==> src/rtl/enigma_kb_pkg.sv <==
// Shared types, constants and the Set-2 scancode lookup for the Enigma keyboard front end.
package enigma_kb_pkg;

  localparam int KEY_W = 6;

  localparam logic [7:0] SC_BREAK = 8'hF0;
  localparam logic [7:0] SC_EXT   = 8'hE0;

  typedef enum logic [1:0] {
    S_IDLE,
    S_BRK,
    S_EXT,
    S_EXT_BRK
  } kb_state_e;

  // Letters map to 1..26, digits (when enabled) to 27..36, anything else to 0.
  function automatic logic [KEY_W-1:0] sc2key(input logic [7:0] sc, input bit map_digits);
    logic [KEY_W-1:0] k;
    k = '0;
    case (sc)
      8'h1C: k = 6'd1;   8'h32: k = 6'd2;   8'h21: k = 6'd3;   8'h23: k = 6'd4;
      8'h24: k = 6'd5;   8'h2B: k = 6'd6;   8'h34: k = 6'd7;   8'h33: k = 6'd8;
      8'h43: k = 6'd9;   8'h3B: k = 6'd10;  8'h42: k = 6'd11;  8'h4B: k = 6'd12;
      8'h3A: k = 6'd13;  8'h31: k = 6'd14;  8'h44: k = 6'd15;  8'h4D: k = 6'd16;
      8'h15: k = 6'd17;  8'h2D: k = 6'd18;  8'h1B: k = 6'd19;  8'h2C: k = 6'd20;
      8'h3C: k = 6'd21;  8'h2A: k = 6'd22;  8'h1D: k = 6'd23;  8'h22: k = 6'd24;
      8'h35: k = 6'd25;  8'h1A: k = 6'd26;
      default: k = '0;
    endcase
    if (map_digits) begin
      case (sc)
        8'h45: k = 6'd27;  8'h16: k = 6'd28;  8'h1E: k = 6'd29;  8'h26: k = 6'd30;
        8'h25: k = 6'd31;  8'h2E: k = 6'd32;  8'h36: k = 6'd33;  8'h3D: k = 6'd34;
        8'h3E: k = 6'd35;  8'h46: k = 6'd36;
        default: ;
      endcase
    end
    return k;
  endfunction

endpackage

==> src/rtl/ps2_key_decoder_if.sv <==
// Scancode input, decoded-key stream and FIFO status between the receiver, decoder and rotor datapath.
interface ps2_key_decoder_if #(
  parameter int DEPTH = 4
);
  import enigma_kb_pkg::*;

  localparam int LVL_W = $clog2(DEPTH) + 1;

  logic [7:0]       sc_data;
  logic             sc_valid;
  logic [KEY_W-1:0] key_code;
  logic             key_valid;
  logic             key_ready;
  logic             overflow;
  logic [LVL_W-1:0] level;

  modport master (
    input  sc_data, sc_valid, key_ready,
    output key_code, key_valid, overflow, level
  );

  modport slave (
    output sc_data, sc_valid, key_ready,
    input  key_code, key_valid, overflow, level
  );

endinterface

==> src/rtl/key_fifo.sv <==
// Synchronous first-word-fall-through FIFO with occupancy count; head reads as 0 when empty.
module key_fifo #(
  parameter int DEPTH = 4,
  parameter int KEY_W = 6
) (
  input  logic                     clk,
  input  logic                     rst_n,
  input  logic                     flush_i,
  input  logic                     push_i,
  input  logic [KEY_W-1:0]         data_i,
  input  logic                     pop_i,
  output logic [KEY_W-1:0]         data_o,
  output logic                     full_o,
  output logic                     empty_o,
  output logic [$clog2(DEPTH):0]   level_o
);
  localparam int PTR_W = $clog2(DEPTH);

  logic [KEY_W-1:0] mem_q [DEPTH];
  logic [PTR_W-1:0] wr_ptr_q, rd_ptr_q;
  logic [PTR_W:0]   level_q;
  logic             do_push, do_pop;

  assign empty_o = (level_q == '0);
  assign full_o  = (level_q == (PTR_W + 1)'(DEPTH));
  assign do_pop  = pop_i && !empty_o;
  assign do_push = push_i && (!full_o || do_pop);

  // NOTE: sequential state uses non-blocking assignments so every register samples pre-edge values.
  always_ff @(posedge clk or negedge rst_n) begin
    if (!rst_n) begin
      wr_ptr_q <= '0;
      rd_ptr_q <= '0;
      level_q  <= '0;
    end else if (flush_i) begin
      wr_ptr_q <= '0;
      rd_ptr_q <= '0;
      level_q  <= '0;
    end else begin
      if (do_push) wr_ptr_q <= wr_ptr_q + 1'b1;
      if (do_pop)  rd_ptr_q <= rd_ptr_q + 1'b1;
      case ({do_push, do_pop})
        2'b10:   level_q <= level_q + 1'b1;
        2'b01:   level_q <= level_q - 1'b1;
        default: level_q <= level_q;
      endcase
    end
  end

  // NOTE: storage has no reset; stale entries are unreachable because empty_o masks the head.
  always_ff @(posedge clk) begin
    if (do_push && !flush_i) mem_q[wr_ptr_q] <= data_i;
  end

  assign data_o  = empty_o ? '0 : mem_q[rd_ptr_q];
  assign level_o = level_q;

endmodule

==> src/rtl/ps2_key_decoder.sv <==
// PS/2 Set-2 make/break/extended tracker feeding a key FIFO toward the rotor datapath.
// Optional typematic repeat suppression is enabled by defining PS2_TYPEMATIC_FILTER_EN.
module ps2_key_decoder
  import enigma_kb_pkg::*;
#(
  parameter int DEPTH      = 4,
  parameter int MAP_DIGITS = 0
) (
  input  logic                   clk,
  input  logic                   rst_n,
  input  logic                   flush,
  ps2_key_decoder_if.master      bus
);

  kb_state_e        state_q, state_d;
  logic [KEY_W-1:0] decoded;
  logic             make_stb;
  logic             repeat_hit;
  logic             push_req;
  logic             push_accept;
  logic             pop;
  logic             fifo_full, fifo_empty;
  logic             overflow_q, overflow_d;

  assign decoded = sc2key(bus.sc_data, MAP_DIGITS != 0);

  always_ff @(posedge clk or negedge rst_n) begin
    if (!rst_n) state_q <= S_IDLE;
    else        state_q <= state_d;
  end

  // NOTE: every combinational output gets a default first so no path leaves it unassigned (no latch).
  always_comb begin
    state_d  = state_q;
    make_stb = 1'b0;
    if (flush) begin
      state_d = S_IDLE;
    end else if (bus.sc_valid) begin
      case (state_q)
        S_IDLE: begin
          if (bus.sc_data == SC_BREAK)    state_d = S_BRK;
          else if (bus.sc_data == SC_EXT) state_d = S_EXT;
          else                            make_stb = 1'b1;
        end
        S_BRK:     state_d = S_IDLE;
        S_EXT:     state_d = (bus.sc_data == SC_BREAK) ? S_EXT_BRK : S_IDLE;
        S_EXT_BRK: state_d = S_IDLE;
        default:   state_d = S_IDLE;
      endcase
    end
  end

  assign pop         = bus.key_ready && !fifo_empty;
  assign push_req    = make_stb && (decoded != '0) && !repeat_hit;
  assign push_accept = push_req && (!fifo_full || pop);
  assign overflow_d  = push_req && fifo_full && !pop && !flush;

`ifdef PS2_TYPEMATIC_FILTER_EN
  logic [KEY_W-1:0] last_make_q, last_make_d;
  logic             break_stb;

  assign break_stb  = bus.sc_valid && (state_q == S_BRK);
  assign repeat_hit = (decoded == last_make_q);

  // Only keys that actually enter the FIFO arm the repeat filter; releasing that key disarms it.
  always_comb begin
    last_make_d = last_make_q;
    if (flush)                                        last_make_d = '0;
    else if (push_accept)                             last_make_d = decoded;
    else if (break_stb && (decoded == last_make_q))   last_make_d = '0;
  end

  always_ff @(posedge clk or negedge rst_n) begin
    if (!rst_n) last_make_q <= '0;
    else        last_make_q <= last_make_d;
  end
`else
  assign repeat_hit = 1'b0;
`endif

  always_ff @(posedge clk or negedge rst_n) begin
    if (!rst_n) overflow_q <= 1'b0;
    else        overflow_q <= overflow_d;
  end

  key_fifo #(
    .DEPTH (DEPTH),
    .KEY_W (KEY_W)
  ) u_fifo (
    .clk     (clk),
    .rst_n   (rst_n),
    .flush_i (flush),
    .push_i  (push_accept),
    .data_i  (decoded),
    .pop_i   (pop),
    .data_o  (bus.key_code),
    .full_o  (fifo_full),
    .empty_o (fifo_empty),
    .level_o (bus.level)
  );

  assign bus.key_valid = !fifo_empty;
  assign bus.overflow  = overflow_q;

endmodule

==> src/flat_wrapper.sv <==
// flat-port wrapper written by rule: the top's interface ports become plain ports
module ps2_key_decoder_flat import enigma_kb_pkg::*;
#(
  parameter int DEPTH      = 4,
  parameter int MAP_DIGITS = 0
)
  (clk, rst_n, flush, bus_sc_data, bus_sc_valid, bus_key_ready, bus_key_code, bus_key_valid, bus_overflow, bus_level);
  ps2_key_decoder_if #(.DEPTH(DEPTH)) bus_i ();
  input  logic clk;
  input  logic rst_n;
  input  logic flush;
  input wire logic [$bits(bus_i.sc_data)-1:0] bus_sc_data;
  input wire logic [$bits(bus_i.sc_valid)-1:0] bus_sc_valid;
  input wire logic [$bits(bus_i.key_ready)-1:0] bus_key_ready;
  output wire logic [$bits(bus_i.key_code)-1:0] bus_key_code;
  output wire logic [$bits(bus_i.key_valid)-1:0] bus_key_valid;
  output wire logic [$bits(bus_i.overflow)-1:0] bus_overflow;
  output wire logic [$bits(bus_i.level)-1:0] bus_level;
  assign bus_i.sc_data = bus_sc_data;
  assign bus_i.sc_valid = bus_sc_valid;
  assign bus_i.key_ready = bus_key_ready;
  assign bus_key_code = bus_i.key_code;
  assign bus_key_valid = bus_i.key_valid;
  assign bus_overflow = bus_i.overflow;
  assign bus_level = bus_i.level;
  ps2_key_decoder #(.DEPTH(DEPTH), .MAP_DIGITS(MAP_DIGITS)) u_core (.clk(clk), .rst_n(rst_n), .flush(flush), .bus(bus_i));
endmodule
==> config.mk <==
export PLATFORM = sky130hd
export DESIGN_NAME = ps2_key_decoder_flat
export DESIGN_NICKNAME = d
export VERILOG_FILES = /design/src/rtl/enigma_kb_pkg.sv /design/src/rtl/ps2_key_decoder_if.sv /design/src/rtl/key_fifo.sv /design/src/rtl/ps2_key_decoder.sv /design/src/flat_wrapper.sv
export SDC_FILE = /design/constraint.sdc
export NUM_CORES = 1
export LEC_CHECK = 0
export BUFFER_PORTS_ARGS = -buffer_cell sky130_fd_sc_hd__buf_4
export CORE_ASPECT_RATIO = 0.8
export CORE_MARGIN = 2
export CORE_UTILIZATION = 51
export DETAILED_ROUTE_END_ITERATION = 16
export GPL_ROUTABILITY_DRIVEN = 0
export PLACE_DENSITY_LB_ADDON = 0.2
export SLEW_MARGIN = 10
export SYNTH_ARGS = -nofsm -noshare
export SYNTH_HDL_FRONTEND = slang
export SYNTH_SLANG_ARGS = --single-unit
export TNS_END_PERCENT = 30
==> constraint.sdc <==
create_clock -name clk -period 2.2 [get_ports clk]
set_input_delay 0.22 -clock clk [delete_from_list [all_inputs] [get_ports clk]]
set_output_delay 0.22 -clock clk [all_outputs]
set_load 0.05 [all_outputs]
== After elaboration in Yosys (flattened, before gate mapping) ==
Memory sizes are Yosys's and may differ from the RTL's.
Cells that the tools add are included.
Storage, ports and cells
  bits in registers: 10
  bits in writable memories: 24
  bits in read-only memories: 640
  bits of input ports: 13
  output and inout port bits: 11
  word-level logic and storage cells: 65
  memories kept: 2
Operators by class
  $add $sub $neg: 4
  equal/unequal tests: 9
  muxes and demuxes: 21
  reduce and logical (&&, ||, !) cells: 24
Memory list
  (name not given): words 128, width 5, rd ports 1, clocked after Yosys merged registers in 0, write ports 0, RTL line enigma_kb_pkg.sv:20  | case (sc)
  u_core.u_fifo.mem_q: words 4, width 6, rd ports 1, clocked after Yosys merged registers in 0, write ports 1, RTL line key_fifo.sv:19  | logic [KEY_W-1:0] mem_q [DEPTH];
Operators by type and width (count)
  2-to-1 mux 2 bit: 9
  == test 8 bit, second input constant: 2
  2-to-1 mux 6 bit: 2
  logical AND 1 bit: 9
  2-to-1 mux 1 bit: 7
  == test 2 bit, second input constant: 3
  one-hot mux 2 bit (3 select lines): 1
  one-hot mux 3 bit (2 select lines): 1
  nonzero test 2 bit: 3
  nonzero test 6 bit: 1
  adder 2 x 1 -> 2 bit, second input constant: 2
  == test 2 x 1 -> 1 bit, second input constant: 2
  zero test 1 bit: 4
  inequality test 4 x 2 -> 1 bit, second input constant: 1
  adder 3 x 1 -> 3 bit, second input constant: 1
  == test 3 bit, second input constant: 1
  zero test 3 bit: 1
  2-to-1 mux 3 bit: 1
  nonzero test 3 bit: 1
  subtractor 3 x 1 -> 3 bit, second input constant: 1
  zero test 2 bit: 1
  logical OR 1 bit: 2
  AND reduction 2 bit: 1
  OR reduction 2 bit: 1

== Logic depth before layout (Yosys ltp) ==
  depth after elaboration: 12
  depth in mapped cells: 12
  depth with buffers taken out: 12

== Cells and area by module ==
Synthesis repeated with hierarchy kept, for this count alone.
Unflattened totals
  cells, all modules: 210
  area total of the unflattened synthesis: 2314.7 µm²
Modules (own cells, without submodules)
  key_fifo: times used 1, cells each 104, area each 1491.4 µm², seq. area each 895.9 µm²
  ps2_key_decoder: times used 1, cells each 106, area each 823.3 µm², seq. area each 75.1 µm²

== Least setup slack after synthesis ==
OpenSTA, ideal clock, no wires.
  path kind: register -> register
  start: register u_core.u_fifo.level_q[1] (netlist: u_core.u_fifo.level_o[1])
  end: register u_core.u_fifo.level_q[2] (netlist: u_core.u_fifo.level_o[2])
  setup time: 0.144 ns
  arrival time: 2.683 ns
  data required time: 2.056 ns
  setup slack: -0.626 ns
  cell stages (with the launch flop): 10
  path buffers: 2
  clock period less this slack: 2.826 ns
  cell sequence: dfrtp_1 or3_1 clkbuf_1 and2_1 clkbuf_1 and2_1 fa_1 nor2b_1 o311ai_1 o2111ai_1
Between the ends
  longest elaborated chain between the ends: 9
  elaborated cells between the ends (all ways): 17
  classes of those cells: add/sub (2); eq/ne (3); mux (2); reduce/logical (10)
Ends and longest elaborated chain
  start: declaration: RTL line key_fifo.sv:21  | logic [PTR_W:0] level_q;
  start signal: assignment: RTL line key_fifo.sv:43  | 2'b10: level_q <= level_q + 1'b1;
  start signal: assignment: RTL line key_fifo.sv:44  | 2'b01: level_q <= level_q - 1'b1;
  start signal: assignment: RTL line key_fifo.sv:45  | default: level_q <= level_q;
  zero test 3 bit *: RTL line key_fifo.sv:24  | assign empty_o = (level_q == '0);
  zero test 1 bit *
  net bus_key_valid: RTL line flat_wrapper.sv:16  | output wire logic [$bits(bus_i.key_valid)-1:0] bus_key_valid;
  logical AND 1 bit: RTL line ps2_key_decoder.sv:53  | assign pop = bus.key_ready && !fifo_empty;
  logical OR 1 bit or logical AND 1 bit (tied branches): RTL line ps2_key_decoder.sv:55, key_fifo.sv:26
  logical AND 1 bit or logical OR 1 bit (tied branches): RTL line ps2_key_decoder.sv:55, key_fifo.sv:27
  logical AND 1 bit: RTL line key_fifo.sv:27  | assign do_push = push_i && (!full_o || do_pop);
  == test 2 x 1 -> 1 bit or == test 2 bit (tied branches): RTL line key_fifo.sv:42  | case ({do_push, do_pop})
  one-hot mux 3 bit (2 select lines): RTL line key_fifo.sv:42
  2-to-1 mux 3 bit: RTL line key_fifo.sv:35  | end else if (flush_i) begin
The timed path passes the listed nets; every way through them passes the cells marked *.
A chain may end at the register's enable or synchronous reset.

== Worst setup path after layout ==
  start: input bus_sc_data[6]
  end: register u_core.u_fifo.level_q[2] (netlist: u_core.u_fifo.level_o[2])
Between the ends
  longest elaborated chain between the ends: 12
  elaborated cells between the ends (all ways): 18
  classes of those cells: eq/ne (4); mux (8); reduce/logical (5); memory (1)
Ends and longest elaborated chain
  start: declaration: RTL line flat_wrapper.sv:12  | input wire logic [$bits(bus_i.sc_data)-1:0] bus_sc_data;
  parallel branches: the longest is 6 deep, another holds memory (128 x 5 bit)
  logical AND 1 bit *: RTL line ps2_key_decoder.sv:54  | assign push_req = make_stb && (decoded != '0) && !repeat_hit;
  logical AND 1 bit *: RTL line ps2_key_decoder.sv:55  | assign push_accept = push_req && (!fifo_full || pop);
  logical AND 1 bit *: RTL line key_fifo.sv:27
  == test 2 x 1 -> 1 bit or == test 2 bit (tied branches): RTL line key_fifo.sv:42
  one-hot mux 3 bit (2 select lines): RTL line key_fifo.sv:42
  2-to-1 mux 3 bit: RTL line key_fifo.sv:35
Every way passes the cells marked *.

==> flow_summary.html <==
<table>
<tr><th>Metric</th><th>Value</th></tr>
<tr><th colspan="2">Worst setup path</th></tr>
<tr><td>CP Launch Point</td><td>bus_sc_data[6]</td></tr>
<tr><td>Sort of element at the end of the critical path</td><td>flip-flop</td></tr>
<tr><td>Critical R2R Capture</td><td>u_core.u_fifo.level_o[2]</td></tr>
<tr><td>Critical R2R Launch</td><td>u_core.u_fifo.level_o[1]</td></tr>
<tr><td>Arrival time at the worst endpoint</td><td>between 2 and 2.5 ns</td></tr>
<tr><td>Required @ worst endpoint</td><td>2.34 ns</td></tr>
<tr><td>Number of cells traversed by the worst register-to-register path</td><td>7</td></tr>
<tr><td>Termination of the worst setup path</td><td>u_core.u_fifo.level_o[2]</td></tr>
<tr><td>Crit Path Class</td><td>input pin to flip-flop</td></tr>
<tr><td>Maximum net fanout on the critical path</td><td>4</td></tr>
<tr><td>Nature of the critical path startpoint</td><td>input pin</td></tr>
<tr><td>Worst reg-to-reg setup slack</td><td>roughly 0.060 ns</td></tr>
<tr><th colspan="2">Global route</th></tr>
<tr><td>Vias in the first global route</td><td>1636</td></tr>
<tr><td>GRT Resource Usage Total</td><td>between 20% and 30%</td></tr>
<tr><td>Initial antenna violation count</td><td>0</td></tr>
<tr><td>Wire length of the first global-routing pass</td><td>between 7000 and 8000 um</td></tr>
<tr><td>Total global routing overflow</td><td>0</td></tr>
<tr><td>Pin count of the biggest net entering global routing</td><td>17</td></tr>
<tr><th colspan="2">Synthesis</th></tr>
<tr><td>Fraction of the yosys area taken by sequential cells</td><td>just over 40%</td></tr>
<tr><td>Top-area cell type share of the netlist area</td><td>slightly below 30%</td></tr>
<tr><td>Number of synthesis warnings</td><td>0</td></tr>
<tr><td>Cell types with the largest area share after synthesis</td><td>edfxtp_1 (29%), dfrtp_1 (12%), mux4_2 (5.4%)</td></tr>
<tr><td>Number of enable flip-flop cells after synthesis</td><td>20</td></tr>
<tr><td>Mean instance size in the synthesized netlist</td><td>11.0 um^2</td></tr>
<tr><td>Top FF cell, synth</td><td>edfxtp_1</td></tr>
<tr><td>Most common cell in the netlist</td><td>edfxtp_1</td></tr>
<tr><td>Syn_nets</td><td>between 200 and 250</td></tr>
<tr><td>Post-synth design cell area</td><td>2080 um^2</td></tr>
<tr><td>Number of synthesized register bits</td><td>30</td></tr>
<tr><td>Synth cell types</td><td>between 60 and 70</td></tr>
<tr><td>Async set or reset register ratio after synthesis</td><td>roughly 33%</td></tr>
<tr><td>Leading post-synthesis cells by instance count</td><td>edfxtp_1 (20), nand2_1 (14), and2_1 (12), nor2_1 (11), dfrtp_1 (10)</td></tr>
<tr><td>Syn Inst Count</td><td>189</td></tr>
<tr><td>Cell type with the highest aggregate area in the netlist</td><td>edfxtp_1</td></tr>
<tr><th colspan="2">STA</th></tr>
<tr><td>Setup Viol. Count Final</td><td>2</td></tr>
<tr><td>Worst max-slew margin expressed relative to the limit</td><td>between 50% and 60%</td></tr>
<tr><td>Post-Route Skew</td><td>around 0.0060 ns</td></tr>
<tr><td>Fmax</td><td>about 430 MHz</td></tr>
<tr><td>Max Slew Vio Count</td><td>0</td></tr>
<tr><td>Fraction of the cycle the final worst path needs</td><td>105%</td></tr>
<tr><td>RSZ-0062 raised after global routing</td><td>yes</td></tr>
<tr><td>Final worst-path setup slack</td><td>-0.106 ns</td></tr>
<tr><td>Transition time at the pin with the least slew margin</td><td>around 0.69 ns</td></tr>
<tr><td>Final hold violations</td><td>0</td></tr>
<tr><td>Final worst path period need</td><td>2.31 ns</td></tr>
<tr><td>Final Hold Slack</td><td>about 0.22 ns</td></tr>
<tr><th colspan="2">Pwr</th></tr>
<tr><td>Post-layout total power</td><td>1.61 mW</td></tr>
<tr><td>Share of power burned in combinational logic</td><td>33.0%</td></tr>
<tr><td>Sequential power share</td><td>40.7%</td></tr>
<tr><td>Internal power contribution</td><td>between 1 and 1.5 mW</td></tr>
<tr><td>Switching component of the power</td><td>0.537 mW</td></tr>
<tr><td>Static power due to leakage</td><td>between 1 and 1.5 nW</td></tr>
<tr><td>Proportion of power drawn by the clock network</td><td>26.3%</td></tr>
<tr><td>IR Drop Worst-Case VDD</td><td>~250 uV</td></tr>
<tr><td>Power density cells</td><td>just under 600 nW/um^2</td></tr>
<tr><td>Sw frac</td><td>about a third</td></tr>
<tr><th colspan="2">CTS</th></tr>
<tr><td>Number of levels the H-tree was split into</td><td>2</td></tr>
<tr><td>CTS tree</td><td>done</td></tr>
<tr><td>Reg clk slew, reported paths</td><td>around 0.07 ns</td></tr>
<tr><td>Number of buffers inserted during clock tree synthesis</td><td>5</td></tr>
<tr><td>Skew-Pair Late Insertion Delay</td><td>0.28 ns</td></tr>
<tr><td>Root buffer cell</td><td>clkbuf_8</td></tr>
<tr><td>Sink count of the clock tree</td><td>30</td></tr>
<tr><td>CTS Buffer Depth</td><td>2</td></tr>
<tr><th colspan="2">Final layout</th></tr>
<tr><td>Fraction of layout cells with a size suffix above 1</td><td>between 40% and 50%</td></tr>
<tr><td>Number of inserted diodes</td><td>0</td></tr>
<tr><td>Register area</td><td>around 850 um^2</td></tr>
<tr><td>Fill cells</td><td>roughly 290</td></tr>
<tr><td>Final std cell area, no fill</td><td>roughly 2800 um^2</td></tr>
<tr><td>Layout-stage area growth over the synthesis result</td><td>33.2%</td></tr>
<tr><td># nets final</td><td>around 260</td></tr>
<tr><td>Utilization of the core after routing</td><td>~72%</td></tr>
<tr><td>Area of combinational cells with multiple inputs</td><td>between 1000 and 1500 um^2</td></tr>
<tr><th colspan="2">Floorplanning</th></tr>
<tr><td>Top-Level Pins</td><td>24</td></tr>
<tr><td>Area of the core region</td><td>3850 um^2</td></tr>
<tr><td>DIE AREA</td><td>approximately 4600 um^2</td></tr>
<tr><td>Die Span Y</td><td>a little over 60 um</td></tr>
<tr><td>Number of rows created at floorplan</td><td>20</td></tr>
<tr><td>Initial core utilization</td><td>54.0%</td></tr>
<tr><td>Die span in x</td><td>75.4 um</td></tr>
<tr><th colspan="2">Drt</th></tr>
<tr><td>Vias</td><td>around 1700</td></tr>
<tr><td>DRC marker count from the first detailed-route iteration</td><td>94</td></tr>
<tr><td>Number of search-and-repair iterations in the first detailed-routing pass</td><td>4</td></tr>
<tr><td>Average wire per cell in the routed design</td><td>around 16 um</td></tr>
<tr><td>Vias per Instance</td><td>5.62</td></tr>
<tr><td># DRC</td><td>0</td></tr>
<tr><td>Final antenna-violating net count</td><td>0</td></tr>
<tr><td>Sum of routed wire length over all layers</td><td>between 4000 and 5000 um</td></tr>
<tr><th colspan="2">Place</th></tr>
<tr><td>Port Buf Inserts</td><td>22</td></tr>
<tr><td>Post-detailed-placement half-perimeter wirelength</td><td>around 3500 um</td></tr>
<tr><td>Worst slack at placement</td><td>-0.598 ns</td></tr>
<tr><td>Placed instance area</td><td>approximately 2500 um^2</td></tr>
<tr><th colspan="2">Job</th></tr>
<tr><td>Max-cap violation count</td><td>0</td></tr>
<tr><th colspan="2">Min path</th></tr>
<tr><td>Worst hold path class</td><td>input pin to flip-flop</td></tr>
<tr><th colspan="2">Run status</th></tr>
<tr><td>Violated checks</td><td>negative setup slack</td></tr>
<tr><td>Status</td><td>finished with violations</td></tr>
</table>
[logic make-up after synthesis]
kind of cell	share of synthesized area (%)
flops	40.9
simple gates	22.6
xor+xnor	1.26
buf+inv	5.36
mux	8.18
compound gates	15.7
other cells	0.180
fa+ha+maj	5.78
[state kept, by name, summed over array words and instances (netlist names)]
signal	count
u_core.u_fifo.wr_ptr_q	2
u_core.u_fifo.level_o	3
u_core.u_fifo.rd_ptr_q	2
u_core.state_q	2
u_core.bus.overflow	1
u_core.u_fifo.mem_q	20
[per-stage QoR]
stage,instances,setup TNS [ns]
final,298,-0.177
after global placement,288,-8.19
after global routing,298,-0.355
after CTS,298,-0.122
after floorplan,189,-1.47
after detailed placement,288,-11.05
[repair_timing]
| action | in CTS | in global routing |
|---|---|---|
| endpoints found under the setup margin | 23 | 18 |
| pin swaps | 7 | 10 |
| endpoints found under the hold margin | 10 | 0 |
| hold buffers | 1 | 0 |
| gates resized for setup | 22 | 21 |
| setup buffers | 1 | 1 |
[how the worst min path moves through the flow]
stage | from | to | slack, ns | cells past startpoint
after floorplan | rst_n | u_core.bus.overflow | -0.08 | 0
after global placement | rst_n | u_core.u_fifo.wr_ptr_q[1] | 0.06 | 1
after detailed placement | rst_n | u_core.u_fifo.wr_ptr_q[1] | 0.06 | 1
after CTS | flush | u_core.u_fifo.rd_ptr_q[0] | 0.19 | 2
after global routing | flush | u_core.u_fifo.rd_ptr_q[1] | 0.23 | 2
final | flush | u_core.u_fifo.rd_ptr_q[0] | 0.22 | 2
[worst max-delay path: stages]
cell and delay, ns:
buf_4 0.11, or2_2 0.34, or3_1 0.32, a211o_1 0.27, nand4_2 0.14, o31ai_4 0.09
and2_4 0.17, fa_2 0.41, nor2b_4 0.15, o311ai_2 0.07, o2111ai_1 0.16
[layout make-up]
class	instances	area share, %
tap	55	2.48
sequential	30	30.8
multi-input combinational	139	45.0
timing repair buffer	58	17.0
clock buffer	5	2.48
inverter	8	1.63
clock inverter	3	0.587
[placed cells by master, fill, tap and decap left out, drive strengths merged, types with 3 or more instances in the layout]
cell type  Yosys  final
nand2b         6      6
nor3b          3      3
nand2         14     14
nand4          3      3
o21ai          6      6
nor2          12     12
nand3b         3      3
mux2           3      3
a21oi          7      7
clkbuf         5      5
o311ai         3      3
edfxtp        20     20
or3            3      3
ha             8      8
dfrtp         10     10
and3           4      4
buf            7     57
inv            8      8
and2          12     12
mux4           5      5
and2b          3      3
[metal layers]
metal	GRT usage (%)	up-vias	part of all wire [%]
met3	4.58	6	6.2
met2	38.1	63	50
met4	7.52	0	1.2
met5	0	-	0
met1	30.3	794	43
li1	-	811	-
[power by group through the flow]
stage	logic, mW	registers (mW)	clock network [mW]
floorplan	0.316	0.679	0
global placement	0.481	0.664	0
detailed placement	0.494	0.667	0
CTS	0.514	0.655	0.432
global route	0.572	0.660	0.452
finish	0.531	0.655	0.424
Note: power is estimated with default switching activity, not from simulation.
